## config.mk

```make
export PLATFORM = sky130hd
export DESIGN_NAME = fir_output_requantizer_flat
export DESIGN_NICKNAME = d
export VERILOG_FILES = /design/src/rtl/fir_output_requantizer_if.sv /design/src/rtl/fir_output_requantizer.sv /design/src/flat_wrapper.sv
export SDC_FILE = /design/constraint.sdc
export NUM_CORES = 1
export LEC_CHECK = 0
export CAP_MARGIN = 20
export CORE_UTILIZATION = 25
export DETAILED_ROUTE_END_ITERATION = 10
export HOLD_SLACK_MARGIN = 0.06
export PLACE_DENSITY = 0.5
export SYNTH_ARGS = -nofsm -noshare
export SYNTH_HDL_FRONTEND = slang
export SYNTH_SLANG_ARGS = --single-unit
```

## constraint.sdc

```tcl
create_clock -name clock -period 2.6 [get_ports clock]
set_input_delay 0.52 -clock clock [delete_from_list [all_inputs] [get_ports clock]]
set_output_delay 0.52 -clock clock [all_outputs]
set_load 0.03 [all_outputs]
```

## src/rtl/fir_output_requantizer_if.sv

```systemverilog
// Output stream of the FIR requantizer: signed sample with a valid/ready handshake.
interface fir_output_requantizer_if #(
   parameter int OUT_WIDTH = 8
);
   logic signed [OUT_WIDTH-1:0] dataOut;
   logic                        dataValid;
   logic                        dataReady;

   modport master (output dataOut, output dataValid, input dataReady);
   modport slave  (input dataOut, input dataValid, output dataReady);
endinterface

```

## src/rtl/fir_output_requantizer.sv

```systemverilog
// Decimates, shifts, saturates and buffers full-precision FIR output samples.
// Optional FIR_REQUANT_ROUND_EN selects round-half-up instead of floor before the shift.
module fir_output_requantizer #(
   parameter int IN_WIDTH   = 24,
   parameter int OUT_WIDTH  = 8,
   parameter int SHIFT      = 7,
   parameter int DECIM      = 1,
   parameter int FIFO_DEPTH = 8
) (
   input  logic                          clock,
   input  logic                          reset,
   input  logic signed [IN_WIDTH-1:0]    sampleIn,
   input  logic                          sampleValid,
   input  logic                          flush,
   input  logic                          clearFlags,
   fir_output_requantizer_if.master      consumer,
   output logic [$clog2(FIFO_DEPTH):0]   fifoCount,
   output logic                          satFlag,
   output logic                          dropFlag
);
   localparam int PTR_W   = $clog2(FIFO_DEPTH);
   localparam int CNT_W   = PTR_W + 1;
   localparam int PHASE_W = (DECIM > 1) ? $clog2(DECIM) : 1;
   localparam logic [PHASE_W-1:0] LAST_PHASE = PHASE_W'(DECIM - 1);
   localparam logic signed [IN_WIDTH:0] SAT_MAX =
      {{(IN_WIDTH - OUT_WIDTH + 2){1'b0}}, {(OUT_WIDTH - 1){1'b1}}};
   localparam logic signed [IN_WIDTH:0] SAT_MIN =
      {{(IN_WIDTH - OUT_WIDTH + 2){1'b1}}, {(OUT_WIDTH - 1){1'b0}}};
   localparam logic [CNT_W-1:0] FULL_COUNT = CNT_W'(FIFO_DEPTH);

   logic [PHASE_W-1:0]          phase;
   logic                        keep;
   logic signed [IN_WIDTH:0]    widened;
   logic signed [IN_WIDTH:0]    shifted;
   logic                        s1_valid;
   logic signed [IN_WIDTH:0]    s1_value;
   logic signed [OUT_WIDTH-1:0] sat_value;
   logic                        sat_hit;
   logic signed [OUT_WIDTH-1:0] mem [FIFO_DEPTH];
   logic [PTR_W-1:0]            wr_ptr;
   logic [PTR_W-1:0]            rd_ptr;
   logic [PTR_W-1:0]            rd_next;
   logic [CNT_W-1:0]            count;
   logic signed [OUT_WIDTH-1:0] head;
   logic                        data_valid;
   logic                        fifo_full;
   logic                        pop;
   logic                        push_ok;
   logic                        sat_event;
   logic                        drop_event;

   assign keep       = sampleValid && (phase == '0);
   assign data_valid = (count != '0);
   assign fifo_full  = (count == FULL_COUNT);
   assign pop        = data_valid && consumer.dataReady;
   assign push_ok    = s1_valid && !flush && (!fifo_full || pop);
   assign sat_event  = s1_valid && !flush && sat_hit;
   assign drop_event = s1_valid && !flush && fifo_full && !pop;
   assign rd_next    = rd_ptr + PTR_W'(1);

`ifdef FIR_REQUANT_ROUND_EN
   localparam logic signed [IN_WIDTH:0] ROUND_BIAS =
      (IN_WIDTH + 1)'(1) << ((SHIFT > 0) ? (SHIFT - 1) : 0);
`endif

   always_comb begin
      widened = {sampleIn[IN_WIDTH-1], sampleIn};
`ifdef FIR_REQUANT_ROUND_EN
      if (SHIFT > 0) begin
         widened = widened + ROUND_BIAS;
      end
`endif
      shifted = widened >>> SHIFT;
   end

   always_comb begin
      sat_hit   = 1'b0;
      sat_value = s1_value[OUT_WIDTH-1:0];
      if (s1_value > SAT_MAX) begin
         sat_hit   = 1'b1;
         sat_value = {1'b0, {(OUT_WIDTH - 1){1'b1}}};
      end else if (s1_value < SAT_MIN) begin
         sat_hit   = 1'b1;
         sat_value = {1'b1, {(OUT_WIDTH - 1){1'b0}}};
      end
   end

   always_ff @(posedge clock) begin
      if (push_ok) begin
         mem[wr_ptr] <= sat_value;
      end
   end

   always_ff @(posedge clock) begin
      if (reset) begin
         phase    <= '0;
         s1_valid <= 1'b0;
         s1_value <= '0;
         wr_ptr   <= '0;
         rd_ptr   <= '0;
         count    <= '0;
         head     <= '0;
         satFlag  <= 1'b0;
         dropFlag <= 1'b0;
      end else begin
         // A new event in the clearing cycle keeps the flag set
         satFlag  <= sat_event  | (satFlag  & ~clearFlags);
         dropFlag <= drop_event | (dropFlag & ~clearFlags);
         if (flush) begin
            phase    <= '0;
            s1_valid <= 1'b0;
            wr_ptr   <= '0;
            rd_ptr   <= '0;
            count    <= '0;
         end else begin
            if (sampleValid) begin
               phase <= (phase == LAST_PHASE) ? '0 : phase + PHASE_W'(1);
            end
            s1_valid <= keep;
            if (keep) begin
               s1_value <= shifted;
            end
            if (push_ok) begin
               wr_ptr <= wr_ptr + PTR_W'(1);
            end
            if (pop) begin
               rd_ptr <= rd_next;
            end
            count <= count + CNT_W'(push_ok) - CNT_W'(pop);
            // Head register gives fall-through output that holds when the FIFO drains
            if (pop && count > CNT_W'(1)) begin
               head <= mem[rd_next];
            end else if (push_ok && (count == '0 || (pop && count == CNT_W'(1)))) begin
               head <= sat_value;
            end
         end
      end
   end

   assign consumer.dataOut   = head;
   assign consumer.dataValid = data_valid;
   assign fifoCount          = count;
endmodule

```

## src/flat_wrapper.sv

```systemverilog
// flat-port wrapper written by rule: the top's interface ports become plain ports
module fir_output_requantizer_flat 
#(
   parameter int IN_WIDTH   = 24,
   parameter int OUT_WIDTH  = 8,
   parameter int SHIFT      = 7,
   parameter int DECIM      = 1,
   parameter int FIFO_DEPTH = 8
)
  (clock, reset, sampleIn, sampleValid, flush, clearFlags, fifoCount, satFlag, dropFlag, consumer_dataOut, consumer_dataValid, consumer_dataReady);
  fir_output_requantizer_if #(.OUT_WIDTH(OUT_WIDTH)) consumer_i ();
  input  logic clock;
  input  logic reset;
  input  logic signed [IN_WIDTH-1:0] sampleIn;
  input  logic sampleValid;
  input  logic flush;
  input  logic clearFlags;
  output logic [$clog2(FIFO_DEPTH):0] fifoCount;
  output logic satFlag;
  output logic dropFlag;
  output wire logic [$bits(consumer_i.dataOut)-1:0] consumer_dataOut;
  output wire logic [$bits(consumer_i.dataValid)-1:0] consumer_dataValid;
  input wire logic [$bits(consumer_i.dataReady)-1:0] consumer_dataReady;
  assign consumer_dataOut = consumer_i.dataOut;
  assign consumer_dataValid = consumer_i.dataValid;
  assign consumer_i.dataReady = consumer_dataReady;
  fir_output_requantizer #(.IN_WIDTH(IN_WIDTH), .OUT_WIDTH(OUT_WIDTH), .SHIFT(SHIFT), .DECIM(DECIM), .FIFO_DEPTH(FIFO_DEPTH)) u_core (.clock(clock), .reset(reset), .sampleIn(sampleIn), .sampleValid(sampleValid), .flush(flush), .clearFlags(clearFlags), .consumer(consumer_i), .fifoCount(fifoCount), .satFlag(satFlag), .dropFlag(dropFlag));
endmodule
```

# Word-level counts from Yosys, hierarchy flattened

Memories as Yosys holds them, arrays and structs flattened.
Index checks and enable logic that the tools add are counted.

Bits in registers: 39
Bits in read-only memories: 0
Memories kept: 1
Output and inout port bits: 15
Bits of input ports: 30
Word-level logic and storage cells: 57
Bits in latches: 0
Bits in writable memories: 64

Mux-type cells: 9
Shift operators: 0
Reduce and logical (&&, ||, !) cells: 21
Add/sub/neg operators: 5
Multipliers: 0
Div/mod/pow operators: 0
Magnitude comparators: 3
Equal/unequal tests: 2
Bitwise gates (word level): 7

Memory list:

| memory     | words | bits a word | read ports | clocked after memory_dff | wr ports | line                         | source |
|---|---|---|---|---|---|---|---|
| u_core.mem | 8     | 8           | 1          | 0                        | 1        | fir_output_requantizer.sv:39 | `logic signed [OUT_WIDTH-1:0] mem [FIFO_DEPTH];` |

Operators with widths:

| operator              | count |
|---|---|
| $mux W8               | 4 |
| $gt A17 B8 Y1 const B | 1 |
| $lt A17 B8 Y1 const B | 1 |
| $logic_and A1 B1 Y1   | 10 |
| $add A3 B1 Y3 const B | 2 |
| $mux W1               | 5 |
| $add A4 B1 Y4         | 1 |
| $eq A4 B1 Y1 const B  | 1 |
| $eq A4 B4 Y1 const B  | 1 |
| $gt A4 B1 Y1 const B  | 1 |
| $logic_not A4 Y1      | 1 |
| $reduce_and A2 Y1     | 2 |
| $reduce_bool A4 Y1    | 1 |
| $sub A4 B1 Y4         | 1 |
| $logic_not A1 Y1      | 3 |
| $not A1 Y1            | 3 |
| $and A1 B1 Y1         | 2 |
| $logic_or A1 B1 Y1    | 2 |
| $or A1 B1 Y1          | 2 |
| $reduce_bool A2 Y1    | 1 |
| $reduce_or A2 Y1      | 1 |
| $add A1 B1 Y1 const B | 1 |

# Logic depth before layout (Yosys ltp)

Depth in word-level cells: 7
Depth in mapped cells: 11
Gate-level depth less buffers: 11

# Worst setup path before layout

No wires, ideal clock.

Kind: reg2reg
Start point: register u_core.count[2], in the netlist u_core.fifoCount[2]
End point: memory u_core.mem[2][0], enable pin
Setup time: 0.398 ns
Data arrival time: 2.169 ns
Cell stages (with the launch flop): 7
Setup slack: 0.033 ns
Buffers on the path: 0
Clock period less this slack: 2.567 ns
Cells stage by stage: dfxtp_1 -> inv_1 -> ha_1 -> nand2b_1 -> nand3_2 -> nand2_4 -> nor4b_1

Longest elaborated chain between the ends: 6

RTL lines:

| item                                                           | line                                                       | source |
|---|---|---|
| from (decl)                                                    | fir_output_requantizer.sv:43                               | `logic [CNT_W-1:0] count;` |
| from (signal assigned)                                         | fir_output_requantizer.sv:129                              | `count <= count + CNT_W'(push_ok) - CNT_W'(pop);` |
| $eq A4 B4 Y1 / $reduce_bool A4 Y1 (equally long branches)      | fir_output_requantizer.sv:54, fir_output_requantizer.sv:53 |  |
| $logic_not A1 Y1 / $logic_and A1 B1 Y1 (equally long branches) | fir_output_requantizer.sv:56, fir_output_requantizer.sv:55 |  |
| $logic_or A1 B1 Y1 *                                           | fir_output_requantizer.sv:56                               | `assign push_ok = s1_valid && !flush && (!fifo_full \|\| pop);` |
| $logic_and A1 B1 Y1 *                                          | fir_output_requantizer.sv:56                               |  |
| $mux W1 *                                                      | fir_output_requantizer.sv:89                               | `if (push_ok) begin` |
| $mux W1 (implied by the code) *                                | fir_output_requantizer.sv:90                               | `mem[wr_ptr] <= sat_value;` |
| to (decl)                                                      | fir_output_requantizer.sv:39                               |  |

Mark *: on every way between the ends. The rest lies on a longest branch, timed or not.

# Worst setup path in the final report

Start point: register u_core.count[3], in the netlist u_core.fifoCount[3]
End point: output port consumer_dataValid

Longest elaborated chain between the ends: 1

RTL lines:

| item               | line                         | source |
|---|---|---|
| $reduce_bool A4 Y1 | fir_output_requantizer.sv:53 | `assign data_valid = (count != '0);` |
| to (decl)          | flat_wrapper.sv:22           | `output wire logic [$bits(consumer_i.dataValid)-1:0] consumer_dataValid;` |

Every way passes these cells.

==> impl_metrics.py <==
metrics = {
    "status": {
        "outcome": "finished, final reports clean",
    },
    "routing": {
        "detailroute.via_count": 2783,
        "totalWireLength_mm": 9.039,
        "drtAntennaViolNets": 0,
        "drtIter0Drc": 95,
        "first_pass_iters": 4,
        "drt-vias-per-instance": 4.295,
        "wl_per_cell_um": 13.95,
        "drc": 0,
    },
    "clock_tree": {
        "cts_resized": 0,
        "postCtsSetupRepairBufs": 0,
        "clk_pin_slew_ps": 70,
        "cts_tree": "yes",
        "cts.path.max_buffers": 2,
        "htree_levels": 3,
        "numClockSinks": 102,
        "clockRootBuffer": "clkbuf_16",
        "cts_buffers": 9,
        "clk_latency_ps": 340,
        "cts_hold_buf": 0,
    },
    "worst_hold_path": {
        "worstHoldStart": "u_core.s1_value[15]",
        "holdPathStages": 2,
        "hold_path_end": "u_core.s1_value[15]",
        "hp-class": "reg2reg",
    },
    "worst_setup_path": {
        "critical-path-top-delay-family": "buffers and inverters",
        "r2r_start": "u_core.fifoCount[2]",
        "critPathLaunchType": "flop",
        "worstPathRequired_ps": 2080,
        "r2r_cells": 11,
        "crit_slowest_cell": "clkdlybuf4s50_1",
        "critical_path_arrival_ps": 1800,
        "critPathMaxStageDelay_ps": 680,
        "cp_num_cells": 4,
        "r2r_slack_ps": 360,
        "worstPathMaxFanout": 4,
        "path_class": "reg2out",
        "cp_num_buf_inv": 2,
        "path_cells": "inv_1 > ha_1 > nand3_1 > clkdlybuf4s50_1",
        "timing.rr.end": "u_core.fifoCount[2]",
        "critPathCaptureType": "output port",
    },
    "yosys": {
        "synth_seq_area_share_pct": 61.27,
        "synth_top_family_by_area": "simple AND/OR/NAND/NOR gates",
        "syn_inst": 375,
        "synth_warnings": 0,
        "synthMuxAreaShare_pct": 7.545,
        "synth_nets": 415,
        "netlist_area_um2": 4378,
        "yosysUniqueCellTypes": 40,
        "synth-seq-cells": 102,
        "synth_compound_area_share_pct": 9.346,
        "synth_fa_ha_area_share_pct": 3.029,
        "synth-simple-area-share_pct": 13.23,
        "synthXorXnorAreaFrac_pct": 1.400,
        "syn_area_per_cell_um2": 11.67,
    },
    "cells_and_area": {
        "syn2layout_area_growth_pct": 22.61,
        "diodes": 0,
        "fill_cells": 1774,
        "nets": 458,
        "drive_gt1_share_pct": 10.64,
    },
    "global_routing": {
        "grt_first_pass_wirelength_mm": 14.81,
        "grt-ovfl-total": 0,
        "grt_max_degree": 33,
        "antenna_found_initial": 0,
        "grt_pass1_vias": 2883,
        "grt.total_usage_pct": 10.74,
    },
    "floorplan": {
        "die_width_um": 134.3,
        "ios": 45,
        "die_area_um2": 18040,
        "initial_utilization_pct": 25.49,
        "die_h_um": 134.3,
        "rows": 48,
        "coreArea_um2": 17180,
    },
    "sta": {
        "tightest_slew_ps": 774.9,
        "period_needed_ps": 2320,
        "hold_viol_final": 0,
        "fin_ws_ps": 279.7,
        "fmax_mhz": 431.0,
        "slew_viol_final": 0,
        "rsz0062_at_grt": "false",
        "setup_viol": 0,
        "slew_headroom_pct": 48.23,
        "setup_tns_ps": 0,
        "fin_crit_sh_pct": 89.24,
        "finClkSkew_ps": 6.154,
    },
    "power_and_ir_drop": {
        "seqPwrFrac_pct": 44.9,
        "vdd_drop_max_mv": 0.2958,
        "clkPwrFrac_pct": 33.2,
        "intPower_mw": 2.969,
        "power.density_nw_per_um2": 774.1,
        "p_leak_nw": 1.764,
        "p_sw_mw": 1.186,
        "comb_power_share_pct": 21.9,
        "power.total_mw": 4.155,
        "sw_frac_of_total_pct": 28.55,
    },
    "place": {
        "portBuffers": 37,
        "place_congestion": 0.7682,
        "place_hpwl_mm": 6.308,
        "preCtsSetupSlack_ps": 135.5,
    },
    "job": {
        "maxCapViolCount": 0,
    },
}
## layout make-up
type | count | area (um2) | share of cell area [%]
Tap cell | 225 | 281.5 | 5.245
Sequential cell | 102 | 2683 | 49.98
Inverter | 25 | 93.84 | 1.748
Timing Repair Buffer | 51 | 488.0 | 9.091
Multi-Input combinational cell | 229 | 1513 | 28.18
Clock inverter | 7 | 83.83 | 1.562
Clock buffer | 9 | 225.2 | 4.196
## kinds of logic (layout without fill, tap and decap cells)
| group | after synthesis | count (layout) |
|---|---|---|
| AOI/OAI and AO/OA | 57 | 57 |
| xor gates and xnor gates | 7 | 7 |
| DFF | 102 | 102 |
| muxes | 33 | 33 |
| adders and majority gates | 10 | 10 |
| and+or+nand+nor | 122 | 122 |
| buffers and inverters | 44 | 92 |
## placed cells by master, fill, tap and decap left out, types with 2 or more instances in the layout
cell / synthesis / layout
xor2_1: 3 / 3
nor2_1: 21 / 21
o21a_1: 3 / 3
or2_2: 2 / 2
o211ai_1: 2 / 2
a22oi_1: 8 / 8
nor3b_1: 2 / 2
nor4b_1: 2 / 2
edfxtp_1: 64 / 64
o221ai_2: 7 / 7
nor2b_1: 4 / 4
nand2b_1: 6 / 6
inv_8: 0 / 2
ha_1: 9 / 9
nor4_1: 2 / 2
inv_1: 23 / 23
xnor2_1: 4 / 4
nor3_1: 3 / 3
a21oi_1: 30 / 30
inv_6: 0 / 2
nand2_1: 57 / 57
nand4_1: 2 / 2
a21o_1: 6 / 6
buf_4: 1 / 13
dfxtp_1: 38 / 38
nand3_1: 13 / 13
and2_1: 2 / 2
clkdlybuf4s50_1: 0 / 37
mux2i_1: 33 / 33
clkbuf_16: 0 / 9
## state kept, by name, indices dropped and copies added, names as in the netlist
signal	flops
u_core.consumer.dataOut	8
u_core.dropFlag	1
u_core.fifoCount	4
u_core.mem	64
u_core.rd_ptr	3
u_core.s1_valid	1
u_core.s1_value	17
u_core.satFlag	1
u_core.wr_ptr	3
## cells in the mapped netlist
library cell  instances  area [um2]
edfxtp_1             64        1922
nand2_1              57       214.0
dfxtp_1              38       760.7
mux2i_1              33       330.3
a21oi_1              30       150.1
inv_1                23       86.33
nor2_1               21       78.83
nand3_1              13       65.06
clkbuf_1             10       37.54
ha_1                  9       112.6
a22oi_1               8       60.06
o221ai_2              7       105.1
a21o_1                6       45.04
nand2b_1              6       37.54
buf_2                 5       25.02
nor2b_1               4       25.02
xnor2_1               4       35.03
nor3_1                3       15.01
o21a_1                3       22.52
xor2_1                3       26.28
and2_1                2       12.51
buf_1                 2       7.510
nand4_1               2       12.51
nor3b_1               2       15.01
nor4_1                2       12.51
nor4b_1               2       17.52
o211ai_1              2       15.01
or2_2                 2       12.51
a2111o_1              1       11.26
buf_4                 1       7.510
buf_6                 1       11.26
clkinv_1              1       3.750
fa_1                  1       20.02
inv_2                 1       3.750
nand2_4               1       11.26
nand3_2               1       10.01
nor2_4                1       11.26
nor3_2                1       10.01
or2b_1                1       7.510
or4_4                 1       11.26
## worst max path at each step
| stage | slack, ps | start | end |
|---|---|---|---|
| CTS | 250 | u_core.fifoCount[3] | consumer_dataValid |
| global placement | 170 | consumer_dataReady | u_core.fifoCount[3] |
| detailed placement | 140 | consumer_dataReady | u_core.fifoCount[3] |
| floorplan | 30 | u_core.fifoCount[2] | u_core.mem[2][0] |
| finish | 280 | u_core.fifoCount[3] | consumer_dataValid |
| global route | 170 | u_core.fifoCount[2] | u_core.fifoCount[2] |
## power groups by stage
| stage | logic (mW) | clock network (mW) | registers (mW) |
|---|---|---|---|
| CTS | 0.925 | 1.43 | 1.87 |
| global placement | 0.914 | 0 | 1.90 |
| detailed placement | 0.918 | 0 | 1.90 |
| global route | 1.00 | 1.49 | 1.87 |
| finish | 0.910 | 1.38 | 1.87 |
| floorplan | 0.552 | 0 | 1.96 |
## through the flow
step           utilization, %  hold slack [ps]  instance area (um2)  std cells
2_1_floorplan               -            448.8                 4378        375
3_3_place_gp            29.45            460.0                 5059        632
3_5_place_dp            29.45            462.9                 5059        632
4_1_cts                 31.25            473.0                 5368        648
5_1_grt                 31.25            502.6                 5368        648
6_report                31.25            471.2                 5368        648
## per-layer routing
metal,GRT usage [%],share of wire [%]
met4,5.056,1.8
met5,0,0
met3,1.738,3.8
met2,18.13,48
met1,13.37,46
## worst min-delay path: cells and delay by family (launching register included)
family          cells  cell delay, ps
flops               1             320
simple gates        1              50
compound gates      1              50
Power figures use the tool's default switching activity.
